<file path="config.mk">
export PLATFORM = sky130hd
export DESIGN_NAME = dvi_tx_link_ctrl_flat
export DESIGN_NICKNAME = d
export VERILOG_FILES = /design/src/rtl/dvi_tx_pkg.sv /design/src/rtl/dvi_tx_link_ctrl_if.sv /design/src/rtl/dvi_tx_settle_timer.sv /design/src/rtl/dvi_tx_link_ctrl.sv /design/src/flat_wrapper.sv
export SDC_FILE = /design/constraint.sdc
export NUM_CORES = 1
export LEC_CHECK = 0
export ABC_AREA = 1
export CORE_MARGIN = 8
export CORE_UTILIZATION = 35
export CTS_BUF_LIST = sky130_fd_sc_hd__clkbuf_16
export CTS_CLUSTER_DIAMETER = 200
export CTS_CLUSTER_SIZE = 25
export DETAILED_ROUTE_END_ITERATION = 6
export GPL_ROUTABILITY_DRIVEN = 0
export HOLD_SLACK_MARGIN = 0.08
export SLEW_MARGIN = 20
export SYNTH_ARGS = -nofsm -noshare
export SYNTH_HDL_FRONTEND = slang
export SYNTH_SLANG_ARGS = --single-unit
</file>
<file path="constraint.sdc">
create_clock -name clk -period 2.16 [get_ports clk]
set_clock_uncertainty 0.2 [all_clocks]
set_input_delay 0.648 -clock clk [delete_from_list [all_inputs] [get_ports clk]]
set_output_delay 0.648 -clock clk [all_outputs]
set_load 0.01 [all_outputs]
</file>
<file path="src/rtl/dvi_tx_pkg.sv">
// Shared constants for the DVI transmit link sequencer: TMDS control tokens, clock-lane word,
// state encoding and the control-token lookup.
package dvi_tx_pkg;

    localparam int unsigned WORD_W  = 10;
    localparam int unsigned STATE_W = 3;

    typedef logic [WORD_W-1:0] word_t;

    localparam word_t CTRL_00  = 10'b1101010100;
    localparam word_t CTRL_01  = 10'b0010101011;
    localparam word_t CTRL_10  = 10'b0101010100;
    localparam word_t CTRL_11  = 10'b1010101011;
    localparam word_t CLK_WORD = 10'b1111100000;

    localparam logic [STATE_W-1:0] ST_OFF    = 3'd0;
    localparam logic [STATE_W-1:0] ST_SETTLE = 3'd1;
    localparam logic [STATE_W-1:0] ST_BLANK  = 3'd2;
    localparam logic [STATE_W-1:0] ST_ACTIVE = 3'd3;
    localparam logic [STATE_W-1:0] ST_DRAIN  = 3'd4;

    typedef enum logic [STATE_W-1:0] {
        S_OFF    = ST_OFF,
        S_SETTLE = ST_SETTLE,
        S_BLANK  = ST_BLANK,
        S_ACTIVE = ST_ACTIVE,
        S_DRAIN  = ST_DRAIN
    } state_t;

    // Control token for {c1, c0} = {vsync, hsync} on the blue lane.
    function automatic word_t ctrl_token(input logic [1:0] c);
        word_t tok;
        case (c)
            2'b00:   tok = CTRL_00;
            2'b01:   tok = CTRL_01;
            2'b10:   tok = CTRL_10;
            default: tok = CTRL_11;
        endcase
        return tok;
    endfunction

endpackage

</file>
<file path="src/rtl/dvi_tx_link_ctrl_if.sv">
// Video bundle between the TMDS encoders, the link sequencer and the serializer.
// master = encoder/source side, slave = link sequencer.
interface dvi_tx_link_ctrl_if;

    logic              de;
    logic              hsync;
    logic              vsync;
    dvi_tx_pkg::word_t enc_b;
    dvi_tx_pkg::word_t enc_g;
    dvi_tx_pkg::word_t enc_r;
    dvi_tx_pkg::word_t data_b;
    dvi_tx_pkg::word_t data_g;
    dvi_tx_pkg::word_t data_r;
    dvi_tx_pkg::word_t data_c;

    modport master (
        output de, hsync, vsync, enc_b, enc_g, enc_r,
        input  data_b, data_g, data_r, data_c
    );

    modport slave (
        input  de, hsync, vsync, enc_b, enc_g, enc_r,
        output data_b, data_g, data_r, data_c
    );

endinterface

</file>
<file path="src/rtl/dvi_tx_settle_timer.sv">
// 16-bit PLL settle counter with clear/enable; done_c flags a count of SETTLE_CYCLES-1.
module dvi_tx_settle_timer #(
    parameter int unsigned SETTLE_CYCLES = 1024
) (
    input  logic clk,
    input  logic rst_n,
    input  logic clr,
    input  logic en,
    output logic done_c
);

    localparam int unsigned CNT_W = 16;

    logic [CNT_W-1:0] cnt;

    always_ff @(posedge clk) begin
        if (!rst_n) begin
            cnt <= '0;
        end else if (clr) begin
            cnt <= '0;
        end else if (en) begin
            cnt <= cnt + CNT_W'(1);
        end
    end

    assign done_c = (cnt == CNT_W'(SETTLE_CYCLES - 1));

endmodule

</file>
<file path="src/rtl/dvi_tx_link_ctrl.sv">
// DVI transmit link sequencer: brings the link up after PLL lock, gates video and inserts control
// tokens. Optional statistics counters are built when DVI_TX_LINK_CTRL_STATS_EN is defined.
module dvi_tx_link_ctrl
    import dvi_tx_pkg::*;
#(
    parameter int unsigned SETTLE_CYCLES = 1024,
    parameter int unsigned BLANK_FRAMES  = 1
) (
    input  logic                     clk,
    input  logic                     rst_n,
    input  logic                     pll_locked,
    input  logic                     tx_enable,
    dvi_tx_link_ctrl_if.slave        vid,
    output logic                     link_up,
    output logic [STATE_W-1:0]       state_o
`ifdef DVI_TX_LINK_CTRL_STATS_EN
    ,
    output logic [7:0]               lock_loss_cnt,
    output logic [15:0]              frame_cnt
`endif
);

    localparam int unsigned FRAME_W = 4;

    state_t             state;
    state_t             state_nxt;
    logic               vsync_d;
    logic               vs_rise_c;
    logic [FRAME_W-1:0] frames;
    logic               frame_hit_c;
    logic               settle_done_c;
    word_t              word_b_c, word_g_c, word_r_c, word_c_c;
    word_t              data_b_q, data_g_q, data_r_q, data_c_q;

    assign vs_rise_c   = vid.vsync & ~vsync_d;
    assign frame_hit_c = vs_rise_c && ((frames + FRAME_W'(1)) == FRAME_W'(BLANK_FRAMES));

    dvi_tx_settle_timer #(
        .SETTLE_CYCLES(SETTLE_CYCLES)
    ) u_settle (
        .clk    (clk),
        .rst_n  (rst_n),
        .clr    (state == S_OFF),
        .en     (state == S_SETTLE),
        .done_c (settle_done_c)
    );

    // Next-state logic; lock loss has priority over every other transition.
    always_comb begin
        state_nxt = S_OFF;
        case (state)
            S_OFF:    state_nxt = (tx_enable && pll_locked) ? S_SETTLE : S_OFF;
            S_SETTLE: begin
                if (!pll_locked || !tx_enable) state_nxt = S_OFF;
                else if (settle_done_c)        state_nxt = S_BLANK;
                else                           state_nxt = S_SETTLE;
            end
            S_BLANK: begin
                if (!pll_locked || !tx_enable) state_nxt = S_OFF;
                else if (frame_hit_c)          state_nxt = S_ACTIVE;
                else                           state_nxt = S_BLANK;
            end
            S_ACTIVE: begin
                if (!pll_locked)     state_nxt = S_OFF;
                else if (!tx_enable) state_nxt = S_DRAIN;
                else                 state_nxt = S_ACTIVE;
            end
            S_DRAIN: begin
                if (!pll_locked)    state_nxt = S_OFF;
                else if (tx_enable) state_nxt = S_ACTIVE;
                else if (vs_rise_c) state_nxt = S_OFF;
                else                state_nxt = S_DRAIN;
            end
            default:  state_nxt = S_OFF;
        endcase
    end

    // Lane words from the pre-transition state; de only matters once video is flowing.
    always_comb begin
        word_b_c = '0;
        word_g_c = '0;
        word_r_c = '0;
        word_c_c = '0;
        if (state == S_BLANK || state == S_ACTIVE || state == S_DRAIN) begin
            word_c_c = CLK_WORD;
            if (state != S_BLANK && vid.de) begin
                word_b_c = vid.enc_b;
                word_g_c = vid.enc_g;
                word_r_c = vid.enc_r;
            end else begin
                word_b_c = ctrl_token({vid.vsync, vid.hsync});
                word_g_c = ctrl_token(2'b00);
                word_r_c = ctrl_token(2'b00);
            end
        end
    end

    always_ff @(posedge clk) begin
        if (!rst_n) begin
            state    <= S_OFF;
            vsync_d  <= 1'b0;
            frames   <= '0;
            data_b_q <= '0;
            data_g_q <= '0;
            data_r_q <= '0;
            data_c_q <= '0;
            link_up  <= 1'b0;
            state_o  <= ST_OFF;
        end else begin
            state    <= state_nxt;
            vsync_d  <= vid.vsync;
            if (state == S_OFF || (state == S_SETTLE && state_nxt == S_BLANK)) begin
                frames <= '0;
            end else if (state == S_BLANK && vs_rise_c) begin
                frames <= frames + FRAME_W'(1);
            end
            data_b_q <= word_b_c;
            data_g_q <= word_g_c;
            data_r_q <= word_r_c;
            data_c_q <= word_c_c;
            link_up  <= (state_nxt == S_ACTIVE) || (state_nxt == S_DRAIN);
            state_o  <= state_nxt;
        end
    end

    assign vid.data_b = data_b_q;
    assign vid.data_g = data_g_q;
    assign vid.data_r = data_r_q;
    assign vid.data_c = data_c_q;

`ifdef DVI_TX_LINK_CTRL_STATS_EN
    // Lock-loss shutdowns (saturating) and frames delivered while ACTIVE (wrapping).
    always_ff @(posedge clk) begin
        if (!rst_n) begin
            lock_loss_cnt <= '0;
            frame_cnt     <= '0;
        end else begin
            if (!pll_locked && (state inside {S_SETTLE, S_BLANK, S_ACTIVE, S_DRAIN})
                && lock_loss_cnt != 8'hFF) begin
                lock_loss_cnt <= lock_loss_cnt + 8'd1;
            end
            if (state == S_ACTIVE && vs_rise_c) begin
                frame_cnt <= frame_cnt + 16'd1;
            end
        end
    end
`endif

endmodule

</file>
<file path="src/flat_wrapper.sv">
// flat-port wrapper written by rule: the top's interface ports become plain ports
module dvi_tx_link_ctrl_flat import dvi_tx_pkg::*;
#(
    parameter int unsigned SETTLE_CYCLES = 1024,
    parameter int unsigned BLANK_FRAMES  = 1
)
  (clk, rst_n, pll_locked, tx_enable, link_up, state_o, vid_de, vid_hsync, vid_vsync, vid_enc_b, vid_enc_g, vid_enc_r, vid_data_b, vid_data_g, vid_data_r, vid_data_c);
  dvi_tx_link_ctrl_if vid_i ();
  input  logic clk;
  input  logic rst_n;
  input  logic pll_locked;
  input  logic tx_enable;
  output logic link_up;
  output logic [STATE_W-1:0] state_o;
  input wire logic [$bits(vid_i.de)-1:0] vid_de;
  input wire logic [$bits(vid_i.hsync)-1:0] vid_hsync;
  input wire logic [$bits(vid_i.vsync)-1:0] vid_vsync;
  input wire logic [$bits(vid_i.enc_b)-1:0] vid_enc_b;
  input wire logic [$bits(vid_i.enc_g)-1:0] vid_enc_g;
  input wire logic [$bits(vid_i.enc_r)-1:0] vid_enc_r;
  output wire logic [$bits(vid_i.data_b)-1:0] vid_data_b;
  output wire logic [$bits(vid_i.data_g)-1:0] vid_data_g;
  output wire logic [$bits(vid_i.data_r)-1:0] vid_data_r;
  output wire logic [$bits(vid_i.data_c)-1:0] vid_data_c;
  assign vid_i.de = vid_de;
  assign vid_i.hsync = vid_hsync;
  assign vid_i.vsync = vid_vsync;
  assign vid_i.enc_b = vid_enc_b;
  assign vid_i.enc_g = vid_enc_g;
  assign vid_i.enc_r = vid_enc_r;
  assign vid_data_b = vid_i.data_b;
  assign vid_data_g = vid_i.data_g;
  assign vid_data_r = vid_i.data_r;
  assign vid_data_c = vid_i.data_c;
  dvi_tx_link_ctrl #(.SETTLE_CYCLES(SETTLE_CYCLES), .BLANK_FRAMES(BLANK_FRAMES)) u_core (.clk(clk), .rst_n(rst_n), .pll_locked(pll_locked), .tx_enable(tx_enable), .vid(vid_i), .link_up(link_up), .state_o(state_o));
endmodule
</file>
# After elaboration in Yosys (flattened, before gate mapping)
# Index checks and enable logic that the tools add are counted.
# W data, S select, Z words.
dict set report totals {
  reg_bits 65
  latch_bits 0
  mem_bits_rw 0
  rom_bits 0
  input_bits 37
  out_inout_bits 44
  word_cells 62
  memories 0
}
dict set report classes {
  add_sub_neg 2
  n_mul 0
  div_mod_pow 0
  magnitude_cmp 0
  n_eq_ne 12
  shifts 0
  muxes 16
  bitwise_logic 3
  reduce_logical 18
}
# operator count
set op_table {}
lappend op_table {{$mux W10} 4}
lappend op_table {{$pmux W10 S3} 1}
lappend op_table {{$mux W3} 7}
lappend op_table {{$add A16 B1 Y16 const B} 1}
lappend op_table {{$eq A16 B10 Y1 const B} 1}
lappend op_table {{$pmux W3 S5} 1}
lappend op_table {{$eq A3 B2 Y1 const B} 4}
lappend op_table {{$eq A3 B3 Y1 const B} 2}
lappend op_table {{$logic_and A1 B1 Y1} 5}
lappend op_table {{$logic_or A1 B1 Y1} 5}
lappend op_table {{$add A4 B1 Y4 const B} 1}
lappend op_table {{$eq A4 B1 Y1 const B} 1}
lappend op_table {{$reduce_or A2 Y1} 2}
lappend op_table {{$eq A3 B1 Y1 const B} 1}
lappend op_table {{$logic_not A3 Y1} 1}
lappend op_table {{$ne A3 B2 Y1 const B} 1}
lappend op_table {{$reduce_and A3 Y1} 1}
lappend op_table {{$eq A2 B1 Y1 const B} 1}
lappend op_table {{$eq A2 B2 Y1 const B} 1}
lappend op_table {{$logic_not A1 Y1} 2}
lappend op_table {{$logic_not A2 Y1} 1}
lappend op_table {{$mux W1} 2}
lappend op_table {{$mux W2} 1}
lappend op_table {{$not A1 Y1} 2}
lappend op_table {{2 further kinds} 2}

# Logic depth before layout (Yosys ltp)
# Gate-level depths: netlist of run 1.
dict set report depth {
  ltp_word 10
  mapped_depth 11
  mapped_depth_nobuf 11
}

# Cells and area by module
# Synthesis of run 1 repeated with hierarchy kept, for this count alone.
dict set report hier_totals {
  hier_cells 336
  hier_area_um2 2429.8
}
# mod n_inst cells_per_inst area_per_inst_um2 seq_area_each_um2
set modules_own_cells {}
lappend modules_own_cells {dvi_tx_link_ctrl 1 203 1582.8 800.8}
lappend modules_own_cells {dvi_tx_settle_timer 1 133 847.1 320.3}

# Worst setup path before layout of run 1
# No wires, ideal clock.
dict set report synth_path {
  path_type {in2reg}
  start {input port vid_vsync}
  end {register u_core.frames[2]}
  setup_ns 0.117
  arrival_ns 1.296
  required_time_ns 1.843
  setup_slack_ns 0.547
  path_stages 8
  n_path_buf 0
  cell_sequence {nand2_1 nor2_4 nand3_1 nor2_1 nor2_1 nand3_1 nand2_1 nor2_1}
}
dict set report synth_between {
  elab_chain_len 9
  word_cells_on_any_way 13
  classes_between {eq/ne (1); mux (6); bitwise (1); reduce/logical (5)}
}
# element line
set synth_lines {}
lappend synth_lines {{start: declaration} flat_wrapper.sv:17} ;# input wire logic [$bits(vid_i.vsync)-1:0] vid_vsync;
lappend synth_lines {{$and A1 B1 Y1 *} dvi_tx_link_ctrl.sv:35} ;# assign vs_rise_c = vid.vsync & ~vsync_d;
lappend synth_lines {{$mux W3 / $logic_and A1 B1 Y1 (equally long branches)} {dvi_tx_link_ctrl.sv:71, dvi_tx_link_ctrl.sv:36}}
lappend synth_lines {{$mux W3 / $mux W1 (equally long branches)} {dvi_tx_link_ctrl.sv:70, dvi_tx_link_ctrl.sv:60}}
lappend synth_lines {{$mux W3, on equally long branches} {dvi_tx_link_ctrl.sv:69, dvi_tx_link_ctrl.sv:59}}
lappend synth_lines {{$pmux W3 S5} dvi_tx_link_ctrl.sv:51} ;# case (state)
lappend synth_lines {{$eq A3 B2 Y1} dvi_tx_link_ctrl.sv:112} ;# if (state == S_OFF || (state == S_SETTLE && state_nxt == S_BLANK)) begin
lappend synth_lines {{$logic_and A1 B1 Y1} dvi_tx_link_ctrl.sv:112}
lappend synth_lines {{$logic_or A1 B1 Y1} dvi_tx_link_ctrl.sv:112}
lappend synth_lines {{$reduce_or A2 Y1 (no source line)} n/a}
lappend synth_lines {{end signal: assignment} dvi_tx_link_ctrl.sv:115} ;# frames <= frames + FRAME_W'(1);
lappend synth_lines {{end: declaration} dvi_tx_link_ctrl.sv:29} ;# logic [FRAME_W-1:0] frames;
# Mark *: on every way between the ends. The rest lies on a longest branch, timed or not.
# A chain may end at the register's enable or synchronous reset.

# Worst setup path in the final report of run 1
dict set report layout_path {
  start {register u_core.data_c_q[8], in the netlist u_core.vid.data_c[8]}
  end {output port vid_data_c[8]}
}
# element line
set layout_rtl {}
lappend layout_rtl {{start: declaration} dvi_tx_link_ctrl.sv:33} ;# word_t data_b_q, data_g_q, data_r_q, data_c_q;
lappend layout_rtl {{start signal: assignment} dvi_tx_link_ctrl.sv:120} ;# data_c_q <= word_c_c;
lappend layout_rtl {{end: declaration} flat_wrapper.sv:24} ;# output wire logic [$bits(vid_i.data_c)-1:0] vid_data_c;
# No word-level cell between the ends.

==> results of run 1 <==
-- state kept, by name (all words and copies together), names as in the netlist --
signal,flops
u_core.link_up,1
u_core.state_o,3
u_core.vid.data_b,10
u_core.vid.data_g,10
u_core.vid.data_r,10
u_core.vsync_d,1
u_core.u_settle.cnt,16
u_core.vid.data_c,1
u_core.frames,4
-- worst max path at each step --
stage	startpoint	endpoint	slack (ns)	cells past startpoint
2_1_floorplan	vid_vsync	u_core.frames[2]$_SDFFE_PP0P_	0.55	8
3_3_place_gp	vid_vsync	u_core.frames[2]$_SDFFE_PP0P_	-0.08	9
3_5_place_dp	vid_vsync	u_core.frames[2]$_SDFFE_PP0P_	-0.10	9
4_1_cts	u_core.state_o[0]$_SDFF_PN0_	state_o[0]	0.02	1
5_1_grt	vid_vsync	u_core.frames[3]$_SDFFE_PP0P_	0.008	9
6_report	u_core.vid.data_c[8]$_SDFF_PN0_	vid_data_c[8]	0.07	1
-- timing repair --
action	4_1_cts	5_1_grt
endpoints found under the setup margin	2	2
cloned	0	0
hold buffers	0	0
resized for setup	2	2
-- metal layers --
metal / global-route usage / up-vias / wire [µm]
li1: - / 1094 / -
met1: 0.1363 / 886 / 2582
met2: 0.1871 / 63 / 2475
met3: 0.04836 / 6 / 462
met4: 0.04317 / 0 / 61
met5: 0 / - / 0
-- synth_stat cells, drive strengths merged (2+ instances only) --
master,count,share of area
a21oi,16,0.034
buf,12,0.039
dfxtp,56,0.48
ha,7,0.037
inv,39,0.063
nand2,54,0.093
nand3,19,0.043
nand4,3,0.0080
nor2,59,0.11
nor3,9,0.029
o211ai,2,0.0064
o21a,2,0.0064
o21ai,11,0.025
xnor2,2,0.0075
xor2,3,0.011
-- where the power goes --
part	total, mW	internal (mW)	switching, mW
combinational	0.124	0.0770	0.0475
clock	0.929	0.552	0.378
sequential	1.04	1.03	0.00223
-- kinds of logic (layout without fill, tap and decap cells) --
logic type | Yosys count | count (layout) | synth area share
AO/OA/AOI/OAI | 33 | 33 | 0.07910
XOR/XNOR | 5 | 5 | 0.01871
flip-flops | 56 | 56 | 0.4789
buffers and inverters | 51 | 133 | 0.1015
other | 1 | 5 | 0.001602
adder cells (fa/ha/maj) | 7 | 7 | 0.03741
AND/OR/NAND/NOR | 145 | 145 | 0.2827
-- metrics by stage --
stage	TNS, ns	cell area, µm²	hold slack, ns	util
2_1_floorplan	0	2356	0.2434	-
5_1_grt	0	3390	0.3152	0.5102
6_report	0	3390	0.2780	0.5102
3_5_place_dp	-0.9607	3211	0.2717	0.4832
4_1_cts	0	3385	0.2827	0.5094
3_3_place_gp	-0.8187	3211	0.2608	0.4832
-- cell type report --
type / count / area, µm²
fill: 646 / 3254
sequential: 56 / 1124
multi-input combinational: 195 / 997.2
timing repair buffer: 86 / 850.8
inverter: 39 / 146.4
clock buffer: 5 / 125.1
tap: 80 / 100.1
clock inverter: 3 / 46.29
==> summary.json, run 1 <==
{
  "finish.cell_count_without_fillers": {"value": 464},
  "max_cap_violations": {"value": 0},
  "ctsHtreeMaxLevel": {"value": 2},
  "r2r_cells": {"value": 10},
  "cts_max_path_bufs": {"value": 2},
  "cellPowerDensity": {"value": 616.5, "unit": "nW/µm²"},
  "most-common-layout-cells": {"value": "73 x sky130_fd_sc_hd__clkdlybuf4s50_1, 55 x sky130_fd_sc_hd__nor2_1, 54 x sky130_fd_sc_hd__dfxtp_1, 50 x sky130_fd_sc_hd__nand2_1, 36 x sky130_fd_sc_hd__inv_1"},
  "seq_area_frac_synth": {"value": 0.4789},
  "via_count_of_the_first_global_routing_pass": {"value": 1941},
  "worst_slew_pin_slew": {"value": 0.5071, "unit": "ns"},
  "hold_path_end": {"value": "u_core.u_settle.cnt[4]$_SDFFE_PP0P_"},
  "finalHoldViolCount": {"value": 0},
  "synth_edf_count": {"value": 0},
  "first_pass_iters": {"value": 4},
  "final_net_count": {"value": 427},
  "whs_path_depth": {"value": 1},
  "worstReg2RegEnd": {"value": "u_core.frames[2]$_SDFFE_PP0P_"},
  "timing.hold.worst.class": {"value": "flop to flop"},
  "die_area": {"value": 9562, "unit": "µm²"},
  "antenna_found_initial": {"value": 0},
  "io_pins": {"value": 81},
  "cp_top_family": {"value": "buffers and inverters"},
  "cts_post_setup_buffers_inserted": {"value": 0},
  "timing_worst_setup_path_type": {"value": "flop to output port"},
  "layout_area_overhead": {"value": 44.79, "unit": "%"},
  "async_flop_share": {"value": 0},
  "final_period_minus_worst_setup_slack": {"value": 2.089, "unit": "ns"},
  "timing.critical_path.required": {"value": 1.31, "unit": "ns"},
  "worstSetupStartpointType": {"value": "flop"},
  "syn-mean-instance-area": {"value": 7.856, "unit": "µm²"},
  "ant_nets": {"value": 0},
  "routedWlPerCell": {"value": 12.03, "unit": "µm"},
  "numCtsBuffers": {"value": 5},
  "cell_area_after_technology_mapping": {"value": 2341, "unit": "µm²"},
  "avgViaCountPerCell": {"value": 4.416},
  "power_total": {"value": 2.090, "unit": "mW"},
  "post_route_cells_drive_above_1_share": {"value": 0.09635},
  "num_vias": {"value": 2049},
  "outcome": {"value": "finished, final reports clean"},
  "report.final.slew_viol_count": {"value": 0},
  "synth_warnings": {"value": 0},
  "fp.coreArea": {"value": 6644, "unit": "µm²"},
  "critPathMaxFanout": {"value": 5},
  "port_buffer_count": {"value": 75},
  "global_route.overflow_total": {"value": 0},
  "cts.sink_count": {"value": 56},
  "endpoint_kind": {"value": "output port"},
  "die_h": {"value": 97.79, "unit": "µm"},
  "maximum_number_of_pins_on_one_net_before_global_route_repair": {"value": 19},
  "max_slew_margin": {"value": 0.6584},
  "postRouteWirelength": {"value": 5582, "unit": "µm"},
  "cts_root_buf": {"value": "sky130_fd_sc_hd__clkbuf_16"},
  "drt_drc_violations_left": {"value": 0},
  "timing.fmax": {"value": 478.7, "unit": "MHz"},
  "diodes": {"value": 0},
  "peakVddDrop": {"value": 377.2, "unit": "µV"},
  "initial_utilization": {"value": 0.3524},
  "placed_cell_count": {"value": 456},
  "leading_cell_type_in_the_layout_fill_and_taps_excluded": {"value": "sky130_fd_sc_hd__clkdlybuf4s50_1"},
  "postSynthCellCount": {"value": 298},
  "slowest_cell_delay_on_critical_path": {"value": 0.57, "unit": "ns"},
  "number_of_drc_violations_after_detailed_routing_iteration_0": {"value": 42},
  "pre_cts_worst_setup_slack": {"value": -0.1014, "unit": "ns"},
  "hold_start": {"value": "u_core.u_settle.cnt[4]$_SDFFE_PP0P_"},
  "power.static_leakage": {"value": 1.472, "unit": "nW"},
  "synth.lib_cells_used.distinct": {"value": 28},
  "setup_viol": {"value": 0},
  "crit_path_cell_trace": {"value": "clkdlybuf4s50_1"},
  "timing.critical_path.buf_inv": {"value": 1},
  "fin_ws": {"value": 0.07105, "unit": "ns"},
  "cp.arrival": {"value": 1.24, "unit": "ns"},
  "worstSkewPairLatency": {"value": 0.29, "unit": "ns"},
  "grt_first_pass_wirelength": {"value": 9156, "unit": "µm"},
  "setup.reg_to_reg.worst_slack": {"value": 0.31, "unit": "ns"},
  "clk_transition_reported_paths": {"value": 0.07, "unit": "ns"},
  "synth_flop_cell": {"value": "sky130_fd_sc_hd__dfxtp_1"},
  "crit_path_top_delay_cell": {"value": "sky130_fd_sc_hd__clkdlybuf4s50_1"},
  "row_count": {"value": 30},
  "rr_startpoint": {"value": "u_core.u_settle.cnt[0]$_SDFFE_PP0P_"},
  "cts_tree": {"value": "done"},
  "grt_util_all_layers": {"value": 0.1169},
  "die_w": {"value": 97.79, "unit": "µm"},
  "grt_setup_unrepaired": {"value": "no"},
  "hpwl_after_detailed_placement": {"value": 4428, "unit": "µm"},
  "layout_worst_path_cycle_share": {"value": 0.9671},
  "ys_seq_elements": {"value": 56}
}
Note: power is estimated with default switching activity, not from simulation.
==> inputs of run 2 (changes only) <==
CORE_ASPECT_RATIO = 0.8   (was not set)
SLEW_MARGIN = not set   (was 20)
==> run 2 against run 1 <==
Utilization rose by 1.9 points. First-iteration DRC count rose by 50%. Final area rose by 0.59%. Critical endpoint is now state_o[0].
==> summary.json, run 2 (synthesized netlist as in run 1, its figures left out) <==
{
  "power.sequential.fraction": {"value": 0.501},
  "routedWlPerCell": {"value": 12.17, "unit": "µm"},
  "timing.fmax": {"value": 476.8, "unit": "MHz"},
  "largest_register_ffs": {"value": 16},
  "layout_area_overhead": {"value": 45.64, "unit": "%"},
  "most-common-layout-cells": {"value": "75 x sky130_fd_sc_hd__clkdlybuf4s50_1, 55 x sky130_fd_sc_hd__nor2_1, 55 x sky130_fd_sc_hd__dfxtp_1, 50 x sky130_fd_sc_hd__nand2_1, 36 x sky130_fd_sc_hd__inv_1"},
  "crit_path_cell_trace": {"value": "clkdlybuf4s50_1"},
  "timing.critical_path.to": {"value": "state_o[0]"},
  "die_h": {"value": 89.15, "unit": "µm"},
  "global_route.overflow_total": {"value": 0},
  "max_slew_margin": {"value": 0.6250},
  "crit_start": {"value": "u_core.state_o[0]$_SDFF_PN0_"},
  "ant_nets": {"value": 0},
  "cts_max_path_bufs": {"value": 2},
  "cellPowerDensity": {"value": 606.5, "unit": "nW/µm²"},
  "outcome": {"value": "finished, final reports clean"},
  "power.switching": {"value": 0.4121, "unit": "mW"},
  "worst_hold_slack": {"value": 0.2873, "unit": "ns"},
  "power.static_leakage": {"value": 1.447, "unit": "nW"},
  "final_period_minus_worst_setup_slack": {"value": 2.097, "unit": "ns"},
  "grt_setup_unrepaired": {"value": "no"},
  "r2r_cells": {"value": 10},
  "cts_root_buf": {"value": "sky130_fd_sc_hd__clkbuf_16"},
  "drt_drc_violations_left": {"value": 0},
  "final_net_count": {"value": 430},
  "first_pass_iters": {"value": 4},
  "slowest_cell_delay_on_critical_path": {"value": 0.56, "unit": "ns"},
  "crit_path_top_delay_cell": {"value": "sky130_fd_sc_hd__clkdlybuf4s50_1"},
  "avgViaCountPerCell": {"value": 4.388},
  "die_w": {"value": 107.4, "unit": "µm"},
  "port_buffer_count": {"value": 75},
  "cts_tree": {"value": "done"},
  "power.share.switching": {"value": 0.1993},
  "clk_transition_reported_paths": {"value": 0.07, "unit": "ns"},
  "share_comb_of_total_power": {"value": 0.060},
  "pwr-share-clk": {"value": 0.439},
  "timing.critical_path.required": {"value": 1.31, "unit": "ns"},
  "finish.cell_count_without_fillers": {"value": 472},
  "crit_cells": {"value": 1},
  "worst_slew_pin_slew": {"value": 0.5566, "unit": "ns"},
  "max_cap_violations": {"value": 0},
  "power.internal": {"value": 1.656, "unit": "mW"},
  "final_design_area_no_fill": {"value": 3410, "unit": "µm²"},
  "cp_top_family": {"value": "buffers and inverters"},
  "largest-register": {"value": "u_core.u_settle.cnt"},
  "numCtsBuffers": {"value": 5},
  "num_vias": {"value": 2071},
  "finalHoldViolCount": {"value": 0},
  "hpwl_after_detailed_placement": {"value": 4590, "unit": "µm"},
  "rr_startpoint": {"value": "u_core.u_settle.cnt[0]$_SDFFE_PP0P_"},
  "row_count": {"value": 26},
  "worstSetupStartpointType": {"value": "flop"},
  "placed_cell_count": {"value": 463},
  "worstReg2RegEnd": {"value": "u_core.frames[2]$_SDFFE_PP0P_"},
  "number_of_fill_cells_in_the_layout": {"value": 625},
  "post_route_cells_drive_above_1_share": {"value": 0.1008},
  "die_area": {"value": 9578, "unit": "µm²"},
  "grt_first_pass_wirelength": {"value": 9004, "unit": "µm"},
  "power_total": {"value": 2.068, "unit": "mW"},
  "report.final.slew_viol_count": {"value": 0},
  "leading_cell_type_in_the_layout_fill_and_taps_excluded": {"value": "sky130_fd_sc_hd__clkdlybuf4s50_1"},
  "grt_util_all_layers": {"value": 0.1191},
  "timing.hold.worst.class": {"value": "flop to flop"},
  "area_after_detailed_placement": {"value": 3238, "unit": "µm²"},
  "timing.critical_path.buf_inv": {"value": 1},
  "layout_worst_path_cycle_share": {"value": 0.9711},
  "ctsHtreeMaxLevel": {"value": 2},
  "setup_viol": {"value": 0},
  "cp.arrival": {"value": 1.25, "unit": "ns"},
  "cts.hold.buffers_added": {"value": 0},
  "initial_utilization": {"value": 0.3634},
  "peakVddDrop": {"value": 304.6, "unit": "µV"},
  "endpoint_kind": {"value": "output port"},
  "cts.sink_count": {"value": 56},
  "setup.reg_to_reg.worst_slack": {"value": 0.26, "unit": "ns"},
  "critPathMaxFanout": {"value": 5},
  "fp.coreArea": {"value": 6441, "unit": "µm²"},
  "via_count_of_the_first_global_routing_pass": {"value": 1952},
  "antenna_found_initial": {"value": 0},
  "postRouteWirelength": {"value": 5742, "unit": "µm"},
  "maximum_number_of_pins_on_one_net_before_global_route_repair": {"value": 18},
  "worstSkewPairLatency": {"value": 0.29, "unit": "ns"},
  "timing_worst_setup_path_type": {"value": "flop to output port"},
  "io_pins": {"value": 81},
  "number_of_drc_violations_after_detailed_routing_iteration_0": {"value": 63}
}
## run 2: metal layers
layer / vias up / global-route usage / routed length, µm
met4: 0 / 0.05402 / 41
li1: 1101 / - / -
met2: 44 / 0.1960 / 2860
met3: 2 / 0.02882 / 279
met5: - / 0 / 0
met1: 924 / 0.1453 / 2561
## run 2: worst reg2reg max path, delay by kind of cell (launching register included)
| kind | cells | cell delay (ns) |
|---|---|---|
| adder cells (fa/ha/maj) | 1 | 0.19 |
| flip-flops | 1 | 0.39 |
| AND/OR/NAND/NOR | 9 | 1.00 |
## run 2: worst min-delay path by stage
stage,endpoint,from,slack (ns),depth (start not counted)
3_3_place_gp,u_core.u_settle.cnt[4]$_SDFFE_PP0P_,u_core.u_settle.cnt[4]$_SDFFE_PP0P_,0.27,1
5_1_grt,u_core.u_settle.cnt[1]$_SDFFE_PP0P_,u_core.u_settle.cnt[1]$_SDFFE_PP0P_,0.31,2
2_1_floorplan,u_core.u_settle.cnt[4]$_SDFFE_PP0P_,u_core.u_settle.cnt[4]$_SDFFE_PP0P_,0.24,1
3_5_place_dp,u_core.u_settle.cnt[14]$_SDFFE_PP0P_,u_core.u_settle.cnt[14]$_SDFFE_PP0P_,0.27,2
4_1_cts,u_core.u_settle.cnt[14]$_SDFFE_PP0P_,u_core.u_settle.cnt[14]$_SDFFE_PP0P_,0.29,2
6_report,u_core.u_settle.cnt[1]$_SDFFE_PP0P_,u_core.u_settle.cnt[1]$_SDFFE_PP0P_,0.29,2
## run 2: power by group through the flow
stage / Combinational [mW] / Sequential, mW / Clock [mW]
after floorplan: 0.0452 / 1.06 / 0
after global placement: 0.124 / 1.06 / 0
after detailed placement: 0.124 / 1.06 / 0
after CTS: 0.125 / 1.04 / 0.928
after global routing: 0.137 / 1.04 / 0.989
final: 0.124 / 1.04 / 0.907
## run 2: cell type report
class | instances | area [µm²] | area share
inverters | 39 | 146.4 | 0.04294
well taps | 84 | 105.1 | 0.03083
repair buffers | 89 | 868.3 | 0.2547
flip-flops and latches | 56 | 1122 | 0.3292
multi-input cells | 195 | 997.2 | 0.2925
diodes | 1 | 2.502 | 0.0007339
clock buffers | 5 | 125.1 | 0.03670
clock inverters | 3 | 42.54 | 0.01248
## run 2: what timing repair did
action                                  in CTS  in global routing
resized for setup                            1                  0
endpoints found under the setup margin       1                  0
buffers inserted                             0                  0
## run 2: metrics by stage
step / TNS [ns] / worst slack, ns / utilization
floorplan: 0 / 0.5472 / -
global placement: -0.05133 / -0.02306 / 0.5027
detailed placement: -0.2575 / -0.05903 / 0.5027
CTS: 0 / 0.04960 / 0.5289
global route: 0 / 0.01656 / 0.5289
finish: 0 / 0.06250 / 0.5293
